==> config.mk <==
export PLATFORM = sky130hd
export DESIGN_NAME = aes_round_sched_flat
export DESIGN_NICKNAME = d
export VERILOG_FILES = /design/src/rtl/aes_round_sched_if.sv /design/src/rtl/aes_round_sched.sv /design/src/flat_wrapper.sv
export SDC_FILE = /design/constraint.sdc
export NUM_CORES = 1
export LEC_CHECK = 0
export CORE_MARGIN = 1.5
export CORE_UTILIZATION = 48
export DETAILED_ROUTE_END_ITERATION = 12
export PLACE_DENSITY = 0.79
export SLEW_MARGIN = 30
export SYNTH_ARGS = -nofsm -noshare
export SYNTH_HDL_FRONTEND = slang
export SYNTH_SLANG_ARGS = --single-unit
==> constraint.sdc <==
create_clock -name clk -period 2.6 [get_ports clk]
set_input_delay 0.39 -clock clk [delete_from_list [all_inputs] [get_ports clk]]
set_output_delay 0.39 -clock clk [all_outputs]
set_load 0.02 [all_outputs]
==> src/rtl/aes_round_sched_if.sv <==
// ---------------------------------------------------------------------------
// aes_round_sched_if
// Block-level handshake bundle between the AES round scheduler and its
// producer/consumer.
//   in_valid  : new plaintext/key present at the datapath inputs
//   in_ready  : scheduler can accept a block
//   out_valid : ciphertext valid at the datapath output
//   out_ready : consumer takes the ciphertext
//   abort     : synchronous cancel of the block in flight
// The master modport is the producer/consumer side; the slave modport is
// the scheduler.
// ---------------------------------------------------------------------------
interface aes_round_sched_if;
  logic in_valid;
  logic in_ready;
  logic out_valid;
  logic out_ready;
  logic abort;

  modport master (output in_valid, output out_ready, output abort,
                  input  in_ready, input  out_valid);
  modport slave  (input  in_valid, input  out_ready, input  abort,
                  output in_ready, output out_valid);
endinterface

==> src/rtl/aes_round_sched.sv <==
// ---------------------------------------------------------------------------
// aes_round_sched
// Control for an iterative AES-128 encryption datapath with on-the-fly key
// expansion. One block per handshake: LOAD (state=pt^key), NR-1 full rounds,
// then a final round without MixColumns. Produces the round constant and the
// per-cycle datapath / key-schedule enables. Control only: state and key
// registers, S-box and MixColumns live in the datapath.
//
// Parameters:
//   NR            number of rounds, 2..10 (below 10 only for reduced builds)
// Ports:
//   clk, rst_n    clock (rising edge), asynchronous active-low reset
//   hs            handshake bundle (in_valid/in_ready/out_valid/out_ready/abort)
//   dp_load       datapath loads state=pt^key, key reg=key
//   dp_round_en   datapath executes one round this cycle
//   dp_last_round current round skips MixColumns
//   ks_step       key schedule advances one round key
//   rcon          round constant consumed with ks_step
//   round_idx     current round number (0 during load)
//   sbox_sel      shared S-box owner: 1 = key schedule, 0 = datapath
//   busy          scheduler is not idle
//
// Build option AES_SBOX_SHARED_EN: the datapath and key schedule share one
// S-box bank, so every round takes two cycles, a key-schedule phase
// (sbox_sel=1, ks_step=1) followed by a datapath phase (dp_round_en=1).
// Without it, sbox_sel is tied low and ks_step coincides with dp_round_en.
//
// All outputs come straight from flops: the output decode runs on the
// next-state values and is registered together with the state.
// ---------------------------------------------------------------------------
module aes_round_sched #(
  parameter int NR = 10
) (
  input  logic             clk,
  input  logic             rst_n,
  aes_round_sched_if.slave hs,
  output logic             dp_load,
  output logic             dp_round_en,
  output logic             dp_last_round,
  output logic             ks_step,
  output logic [7:0]       rcon,
  output logic [3:0]       round_idx,
  output logic             sbox_sel,
  output logic             busy
);

  typedef enum logic [2:0] {IDLE, LOAD, ROUND, FINAL, DONE} state_e;

  // Registered output image; round_idx doubles as the round counter.
  typedef struct packed {
    logic       in_ready;
    logic       out_valid;
    logic       dp_load;
    logic       dp_round_en;
    logic       dp_last_round;
    logic       ks_step;
    logic       sbox_sel;
    logic       busy;
    logic [7:0] rcon;
    logic [3:0] round_idx;
  } ctrl_t;

  localparam ctrl_t CTRL_RST = '{
    in_ready:      1'b1,
    out_valid:     1'b0,
    dp_load:       1'b0,
    dp_round_en:   1'b0,
    dp_last_round: 1'b0,
    ks_step:       1'b0,
    sbox_sel:      1'b0,
    busy:          1'b0,
    rcon:          8'h01,
    round_idx:     4'd0
  };

  // Round after which the last full round hands over to FINAL.
  localparam logic [3:0] LAST_FULL = 4'(NR - 1);

  state_e     state_q, state_d;
  ctrl_t      ctrl_q, ctrl_d;
  logic [3:0] rnd_d;
  logic       round_end;  // this cycle completes the current round
  logic       in_rnd;     // next state executes a round (ROUND or FINAL)

  // GF(2^8) doubling: successive round constants 01,02,...,80,1B,36.
  function automatic logic [7:0] xtime(input logic [7:0] b);
    return {b[6:0], 1'b0} ^ (b[7] ? 8'h1B : 8'h00);
  endfunction

`ifdef AES_SBOX_SHARED_EN
  // 0 = key-schedule phase, 1 = datapath phase of the current round.
  logic phase_q, phase_d;

  // A round only ends on its datapath phase.
  assign round_end = phase_q;

  // The key-schedule phase always hands over to the datapath phase of the
  // same round; every other transition (new round, FINAL, abort) restarts
  // at the key-schedule phase.
  assign phase_d = !hs.abort && !phase_q &&
                   (state_q == ROUND || state_q == FINAL);
`else
  assign round_end = 1'b1;
`endif

  // -------------------------------------------------------------------------
  // State register (state, phase and the registered output image)
  // -------------------------------------------------------------------------
  always_ff @(posedge clk or negedge rst_n) begin
    if (!rst_n) begin
      state_q <= IDLE;
      ctrl_q  <= CTRL_RST;
`ifdef AES_SBOX_SHARED_EN
      phase_q <= 1'b0;
`endif
    end else begin
      state_q <= state_d;
      ctrl_q  <= ctrl_d;
`ifdef AES_SBOX_SHARED_EN
      phase_q <= phase_d;
`endif
    end
  end

  // -------------------------------------------------------------------------
  // Next-state logic
  // -------------------------------------------------------------------------
  always_comb begin
    state_d = state_q;
    rnd_d   = ctrl_q.round_idx;
    if (hs.abort) begin
      // Abort beats every other event, including an accept in IDLE and the
      // output handshake in DONE.
      state_d = IDLE;
      rnd_d   = 4'd0;
    end else begin
      unique case (state_q)
        IDLE: begin
          // in_ready is high throughout IDLE, so in_valid alone accepts.
          if (hs.in_valid) begin
            state_d = LOAD;
            rnd_d   = 4'd0;
          end
        end
        LOAD: begin
          // NR >= 2, so there is always at least one full round.
          state_d = ROUND;
          rnd_d   = 4'd1;
        end
        ROUND: begin
          if (round_end) begin
            if (ctrl_q.round_idx == LAST_FULL) state_d = FINAL;
            rnd_d = ctrl_q.round_idx + 4'd1;
          end
        end
        FINAL: begin
          if (round_end) state_d = DONE;
        end
        DONE: begin
          // No accept in the handshake cycle: IDLE (in_ready=1) follows.
          if (hs.out_ready) begin
            state_d = IDLE;
            rnd_d   = 4'd0;
          end
        end
        default: begin
          state_d = IDLE;
          rnd_d   = 4'd0;
        end
      endcase
    end
  end

  // -------------------------------------------------------------------------
  // Output decode on the next state; registered in the state register.
  // -------------------------------------------------------------------------
  assign in_rnd = (state_d == ROUND) || (state_d == FINAL);

  always_comb begin
    ctrl_d           = '0;
    ctrl_d.round_idx = rnd_d;
    ctrl_d.in_ready  = (state_d == IDLE);
    ctrl_d.busy      = (state_d != IDLE);
    ctrl_d.dp_load   = (state_d == LOAD);
    ctrl_d.out_valid = (state_d == DONE);
`ifdef AES_SBOX_SHARED_EN
    ctrl_d.ks_step       = in_rnd && !phase_d;
    ctrl_d.sbox_sel      = in_rnd && !phase_d;
    ctrl_d.dp_round_en   = in_rnd &&  phase_d;
    ctrl_d.dp_last_round = (state_d == FINAL) && phase_d;
`else
    ctrl_d.ks_step       = in_rnd;
    ctrl_d.sbox_sel      = 1'b0;
    ctrl_d.dp_round_en   = in_rnd;
    ctrl_d.dp_last_round = (state_d == FINAL);
`endif
    // rcon restarts at 01 whenever no block is in progress, and moves on
    // only after a cycle that actually stepped the key schedule.
    if (state_d == IDLE || state_d == LOAD) ctrl_d.rcon = 8'h01;
    else if (ctrl_q.ks_step)                ctrl_d.rcon = xtime(ctrl_q.rcon);
    else                                    ctrl_d.rcon = ctrl_q.rcon;
  end

  // -------------------------------------------------------------------------
  // Output wiring
  // -------------------------------------------------------------------------
  assign hs.in_ready    = ctrl_q.in_ready;
  assign hs.out_valid   = ctrl_q.out_valid;
  assign dp_load        = ctrl_q.dp_load;
  assign dp_round_en    = ctrl_q.dp_round_en;
  assign dp_last_round  = ctrl_q.dp_last_round;
  assign ks_step        = ctrl_q.ks_step;
  assign sbox_sel       = ctrl_q.sbox_sel;
  assign busy           = ctrl_q.busy;
  assign rcon           = ctrl_q.rcon;
  assign round_idx      = ctrl_q.round_idx;

endmodule

==> src/flat_wrapper.sv <==
// flat-port wrapper written by rule: the top's interface ports become plain ports
module aes_round_sched_flat 
#(
  parameter int NR = 10
)
  (clk, rst_n, dp_load, dp_round_en, dp_last_round, ks_step, rcon, round_idx, sbox_sel, busy, hs_in_valid, hs_out_ready, hs_abort, hs_in_ready, hs_out_valid);
  aes_round_sched_if hs_i ();
  input  logic clk;
  input  logic rst_n;
  output logic dp_load;
  output logic dp_round_en;
  output logic dp_last_round;
  output logic ks_step;
  output logic [7:0] rcon;
  output logic [3:0] round_idx;
  output logic sbox_sel;
  output logic busy;
  input wire logic [$bits(hs_i.in_valid)-1:0] hs_in_valid;
  input wire logic [$bits(hs_i.out_ready)-1:0] hs_out_ready;
  input wire logic [$bits(hs_i.abort)-1:0] hs_abort;
  output wire logic [$bits(hs_i.in_ready)-1:0] hs_in_ready;
  output wire logic [$bits(hs_i.out_valid)-1:0] hs_out_valid;
  assign hs_i.in_valid = hs_in_valid;
  assign hs_i.out_ready = hs_out_ready;
  assign hs_i.abort = hs_abort;
  assign hs_in_ready = hs_i.in_ready;
  assign hs_out_valid = hs_i.out_valid;
  aes_round_sched #(.NR(NR)) u_core (.clk(clk), .rst_n(rst_n), .hs(hs_i), .dp_load(dp_load), .dp_round_en(dp_round_en), .dp_last_round(dp_last_round), .ks_step(ks_step), .rcon(rcon), .round_idx(round_idx), .sbox_sel(sbox_sel), .busy(busy));
endmodule
==> run_results.csv, run 1 <==
group,metric,value,unit
cells_and_area,fin_util,0.638,
global_route,grt_pass1_wl,2990,um
synthesis,syn_area_per_cell,11.0,um^2
clock_network,clkTransAtPathRegs,0.11,ns
placement,pre_cts_slack,0.608,ns
cells_and_area,nNetsFinal,120,
die,fp.dieW,49.0,um
setup_path,r2r_cells,3,
timing,hold_violations,0,
global_route,grt_start_max_net_pins,22,
synthesis,synth_top_area_cell,"dfrtp_1",
power,pwr-share-clk,0.245,
routing,postRouteAntennaNets,0,
global_route,grt_usage,0.161,
power,p_comb_frac,0.165,
clock_network,clock-sinks,21,
routing,remaining_drc_errors,0,
timing,slew_violations,0,
synthesis,synth_common_cells,"19 x dfrtp_1, 14 x nor2_1",
placement,place.gp.congestion,0.796,
timing,fin_tns_setup,0,ns
clock_network,cts_hold_buf,0,
die,die_y,49.0,um
synthesis,synthDistinctLibCells,38,
die,coreArea,1980,um^2
setup_path,crit_path_start_kind,"register",
cells_and_area,fillerInstances,156,
synthesis,synth_top_area_share,0.469,
run,maxCapViolCount,0,
timing,worst_slew_pin_slew,0.527,ns
routing,drt-pass1-iter-count,4,
global_route,first_global_vias,656,
timing,fmax,491,MHz
clock_network,cts_setup_buffers,0,
timing,period_share,0.783,
cells_and_area,syn_to_final_growth,24.8,%
synthesis,yosys_warnings,0,
clock_network,numCtsBuffers,3,
synthesis,synth-seq-cells,21,
synthesis,synth_edf_count,0,
setup_path,crit_buf_inv,1,
synthesis,synth_area_leaders,"dfrtp_1 47%, dfstp_2 5.2%, nor2_1 5.2%",
power,p_int,0.448,mW
timing,timing.hold.ws,0.416,ns
setup_path,cp-end-kind,"primary output",
die,die-area,2400,um^2
die,ioPinCount,25,
power,p_leak,0.508,nW
routing,wirelength,1720,um
setup_path,worstReg2RegEnd,"u_core.rcon[0]$_DFFE_PN1P_",
power,max-vdd-ir-drop,395,uV
setup_path,crit_required,2.21,ns
placement,place_area,1240,um^2
run_status,outcome,"finished, final reports clean",
setup_path,crit_fanout,14,
synthesis,ys_seq_area_frac,0.521,
cells_and_area,final_layout_size_suffix_gt1_frac,0.0982,
die,core.rowCount,16,
cells_and_area,final_cell_area,1260,um^2
synthesis,synth_fp_nets,99,
timing,finClkSkew,0.00277,ns
clock_network,clock_latency,0.30,ns
setup_path,setup.worst_path.class,"register to primary output",
setup_path,crit_arrival,1.65,ns
setup_path,crit_family,"buffers and inverters",
clock_network,cts_resized,0,
timing,layout_setup_ws,0.563,ns
synthesis,yosysMostFrequentCell,"dfrtp_1",
clock_network,cts_max_path_buffers,2,
clock_network,cts_root_buf,"clkbuf_4",
routing,wire_per_inst,12.4,um
synthesis,async_reset_ff_frac,1.00,
worst_hold_path,min_path_type,"input pin to async pin",
clock_network,htreeDepth,1,
power,sequentialPowerShare,0.591,
routing,drtIter0Drc,13,
routing,routed_via_density,5.21,
power,p_sw,0.167,mW
setup_path,path_cells,"clkdlybuf4s50_1",
synthesis,synthesis.instances,92,
timing,maxSlewHeadroom,0.643,
die,initial_utilization,0.511,
setup_path,cp_slowest_cell,"clkdlybuf4s50_1",
power,switching_share,0.271,
power,p_per_area,486,nW/um^2
placement,io_buffers,23,
setup_path,reg2reg_from,"u_core.state_q[1]$_DFF_PN0_",
synthesis,ys.flop_type,"dfrtp_1",
global_route,grt_antenna_before_repair,0,
cells_and_area,num_antenna_cells,0,
timing,period_minus_slack,2.04,ns
routing,vias,724,
timing,setup_violations,0,
placement,place_hpwl,1230,um
synthesis,synthesis.area,1010,um^2
clock_network,cts_tree,"yes",
setup_path,cpPeakStageDelay,0.70,ns
timing,rsz0062_at_grt,"no",
global_route,grt-ovfl-total,0,
setup_path,reg2reg_slack,0.93,ns
[cell usage in the layout (no fill, tap or decap), drive strengths merged, types with 2 or more instances in the layout]
cell,count
mux2i,4
nor3,4
nor2,14
o311ai,2
nor2b,2
xnor2,4
nand3b,2
inv,2
nor4b,2
a211oi,3
o21ai,2
nand3,4
dfstp,2
clkdlybuf4s50,23
clkbuf,3
ha,2
dfrtp,19
[metrics by stage]
step | cells | power [mW]
floorplan | 92 | 0.434
global placement | 135 | 0.470
detailed placement | 135 | 0.472
CTS | 139 | 0.626
global route | 139 | 0.652
finish | 139 | 0.615
[flip-flops by register name, summed over array words and instances, names as in the netlist]
signal / count
u_core.busy: 1
u_core.dp_last_round: 1
u_core.dp_load: 1
u_core.dp_round_en: 1
u_core.hs.in_ready: 1
u_core.hs.out_valid: 1
u_core.rcon: 8
u_core.round_idx: 4
u_core.state_q: 3
[final cells by class]
cell class | count | area, um^2 | area share
multi-input cells | 61 | 430 | 0.340
well taps | 27 | 33.8 | 0.0267
clock inverters | 1 | 5.00 | 0.00396
inverters | 2 | 7.51 | 0.00593
flip-flops and latches | 21 | 528 | 0.417
repair buffers | 24 | 238 | 0.188
clock buffers | 3 | 22.5 | 0.0178
[routing by layer]
layer | GRT usage | part of all wire | vias up
met1 | 0.217 | 0.46 | 339
met2 | 0.251 | 0.48 | 18
met3 | 0.0521 | 0.051 | 3
met4 | 0.0429 | 0.0081 | 0
met5 | 0 | 0 | -
li1 | - | - | 364
[power groups by stage]
stage | Combinational, mW | Sequential (mW) | Clock [mW]
final | 0.101 | 0.363 | 0.151
after CTS | 0.103 | 0.363 | 0.160
after floorplan | 0.0637 | 0.370 | 0
after global placement | 0.101 | 0.369 | 0
after detailed placement | 0.102 | 0.370 | 0
after global routing | 0.112 | 0.367 | 0.173
[worst max-delay path by stage]
stage / start / cells past startpoint / endpoint / slack (ns)
CTS: u_core.dp_round_en$_DFF_PN0_ / 1 / dp_round_en / 0.55
global route: u_core.dp_round_en$_DFF_PN0_ / 1 / dp_round_en / 0.45
global placement: hs_abort / 4 / u_core.round_idx[3]$_DFFE_PN0P_ / 0.66
floorplan: hs_abort / 4 / u_core.round_idx[3]$_DFFE_PN0P_ / 1.12
finish: u_core.dp_round_en$_DFF_PN0_ / 1 / dp_round_en / 0.56
detailed placement: hs_abort / 4 / u_core.round_idx[3]$_DFFE_PN0P_ / 0.61
[logic make-up after synthesis]
family | after synthesis | share of synthesized area
simple gates | 35 | 0.202
fa+ha+maj | 2 | 0.0247
mux | 5 | 0.0506
other cells | 1 | 0.00370
buf+inv | 10 | 0.0543
compound gates | 14 | 0.109
xor+xnor | 4 | 0.0346
flops | 21 | 0.521
Power figures use the tool's default switching activity.
==> inputs of run 2 (changes only) <==
Settings changed: CORE_UTILIZATION 48 to 43, PLACE_DENSITY 0.79 to 0.75.
Clock period 2.6 ns to 1.7 ns, I/O delays scaled along.
==> run 2 against run 1 <==
Combinational power rose by 69%; cell area rose by 2.7%; sequential share of layout area fell by 1.1 points; non-clock buffer count rose by 4; first-iteration DRC count fell by 54%; hold slack got worse by 0.12 ns; register-to-register slack got worse by 0.83 ns; critical path type unchanged; critical endpoint is now round_idx[2]; largest cell class unchanged; highest routed layer is now met3.
==> run_results.csv, run 2 (same netlist as run 1, synthesis figures left out) <==
group,metric,value,unit
run_status,outcome,"finished, final reports clean",
timing,timing.hold.ws,0.292,ns
die,coreArea,2210,um^2
timing,maxSlewHeadroom,0.622,
timing,slew_violations,0,
setup_path,setup.worst_path.class,"register to primary output",
cells_and_area,most-common-layout-cells,"19 x clkdlybuf4s50_1, 19 x dfrtp_1, 14 x nor2_1, 5 x buf_4",
cells_and_area,fin_cells,144,
cells_and_area,fillerInstances,215,
cells_and_area,syn_to_final_growth,28.1,%
timing,setup_violations,0,
global_route,first_global_vias,700,
setup_path,crit_fanout,6,
power,totalPowerFinal,0.956,mW
placement,io_buffers,23,
clock_network,clock-sinks,21,
cells_and_area,multi_input_area,430,um^2
cells_and_area,num_antenna_cells,0,
clock_network,clkTransAtPathRegs,0.12,ns
clock_network,cts_root_buf,"clkbuf_4",
setup_path,crit_buf_inv,1,
placement,place.gp.congestion,0.780,
die,die-area,2660,um^2
cells_and_area,nNetsFinal,124,
timing,period_share,0.961,
timing,fmax,612,MHz
global_route,grt_usage,0.159,
routing,postRouteAntennaNets,0,
clock_network,cts_tree,"yes",
clock_network,clock_latency,0.30,ns
power,p_per_area,736,nW/um^2
routing,remaining_drc_errors,0,
setup_path,cp-end-kind,"primary output",
setup_path,crit_family,"buffers and inverters",
routing,drtIter0Drc,6,
die,core.rowCount,17,
setup_path,cp_slowest_cell,"clkdlybuf4s50_1",
timing,rsz0062_at_grt,"no",
placement,place_hpwl,1320,um
global_route,grt_start_max_net_pins,22,
routing,wire_per_inst,12.7,um
timing,worst_slew_pin_slew,0.563,ns
routing,wirelength,1820,um
die,die_y,51.6,um
cells_and_area,ff_latch_area,528,um^2
global_route,grt_antenna_before_repair,0,
timing,hold_violations,0,
global_route,grt_pass1_wl,3220,um
setup_path,cpPeakStageDelay,0.64,ns
global_route,grt-ovfl-total,0,
timing,period_minus_slack,1.63,ns
clock_network,numCtsBuffers,3,
die,fp.dieW,51.6,um
timing,fin_tns_setup,0,ns
die,initial_utilization,0.458,
routing,routed_via_density,5.17,
cells_and_area,final_layout_size_suffix_gt1_frac,0.129,
clock_network,cts_max_path_buffers,2,
worst_hold_path,min_path_type,"input pin to async pin",
routing,vias,744,
setup_path,crit_arrival,1.38,ns
power,p_leak,0.554,nW
die,ioPinCount,25,
setup_path,crit_path_start_kind,"register",
timing,finClkSkew,0.00415,ns
run,maxCapViolCount,0,
setup_path,crit_required,1.44,ns
cells_and_area,largest_register_ffs,8,
power,max-vdd-ir-drop,518,uV
clock_network,htreeDepth,1,
routing,drt-pass1-iter-count,4,
setup_path,path_cells,"clkdlybuf4s50_1",
placement,dp.cells,140,
run 2: cell types whose count changed in the layout (fill, tap and decap cells not counted), sizes merged:
cell,change
buf,+4
clkdlybuf4s50,-4
dlygate4sd2,+2
dlymetal6s2s,+2
run 2: through the flow:
step                       util  setup slack [ns]  cell area (um^2)
after floorplan               -             0.289              1010
after global placement    0.574            0.0545              1270
after detailed placement  0.574            0.0203              1270
after CTS                 0.585            0.0189              1290
after global routing      0.587           0.00304              1300
final                     0.587            0.0658              1300
run 2: final cells by class:
type,count,share of cell area
sequential,21,0.407
multi-input combinational,61,0.331
timing repair buffer,28,0.208
tap,28,0.0270
clock buffer,3,0.0173
inverter,2,0.00578
clock inverter,1,0.00385
run 2: final timing paths:
path,depth (start not counted),startpoint,end,slack (ns)
min reg2reg,2,u_core.rcon[6]$_DFFE_PN0P_,u_core.rcon[6]$_DFFE_PN0P_,0.56
max reg2reg,3,u_core.state_q[0]$_DFF_PN0_,u_core.round_idx[3]$_DFFE_PN0P_,0.10
max in group asynchronous,2,rst_n,u_core.hs.in_ready$_DFF_PN1_,1.14
max,1,u_core.round_idx[2]$_DFFE_PN0P_,round_idx[2],0.07
min in group clk,2,u_core.rcon[6]$_DFFE_PN0P_,u_core.rcon[6]$_DFFE_PN0P_,0.56
min,2,rst_n,u_core.rcon[7]$_DFFE_PN0P_,0.29
run 2: where the power goes:
part           internal [mW]  total, mW  switching, mW
logic                 0.0816      0.171         0.0895
registers              0.521      0.548         0.0271
clock network         0.0875      0.237          0.149
total                  0.690      0.956          0.266
run 2: repair_timing:
item	4_1_cts	5_1_grt
gates resized for setup	2	2
cloned	0	0
buffers inserted	0	0
hold buffers	0	0
endpoints found under the setup margin	2	2
run 2: per-layer routing:
layer / track usage / wire, um
met1: 0.224 / 891
met2: 0.250 / 858
met3: 0.0345 / 73
met4: 0.0395 / 0
met5: 0 / 0
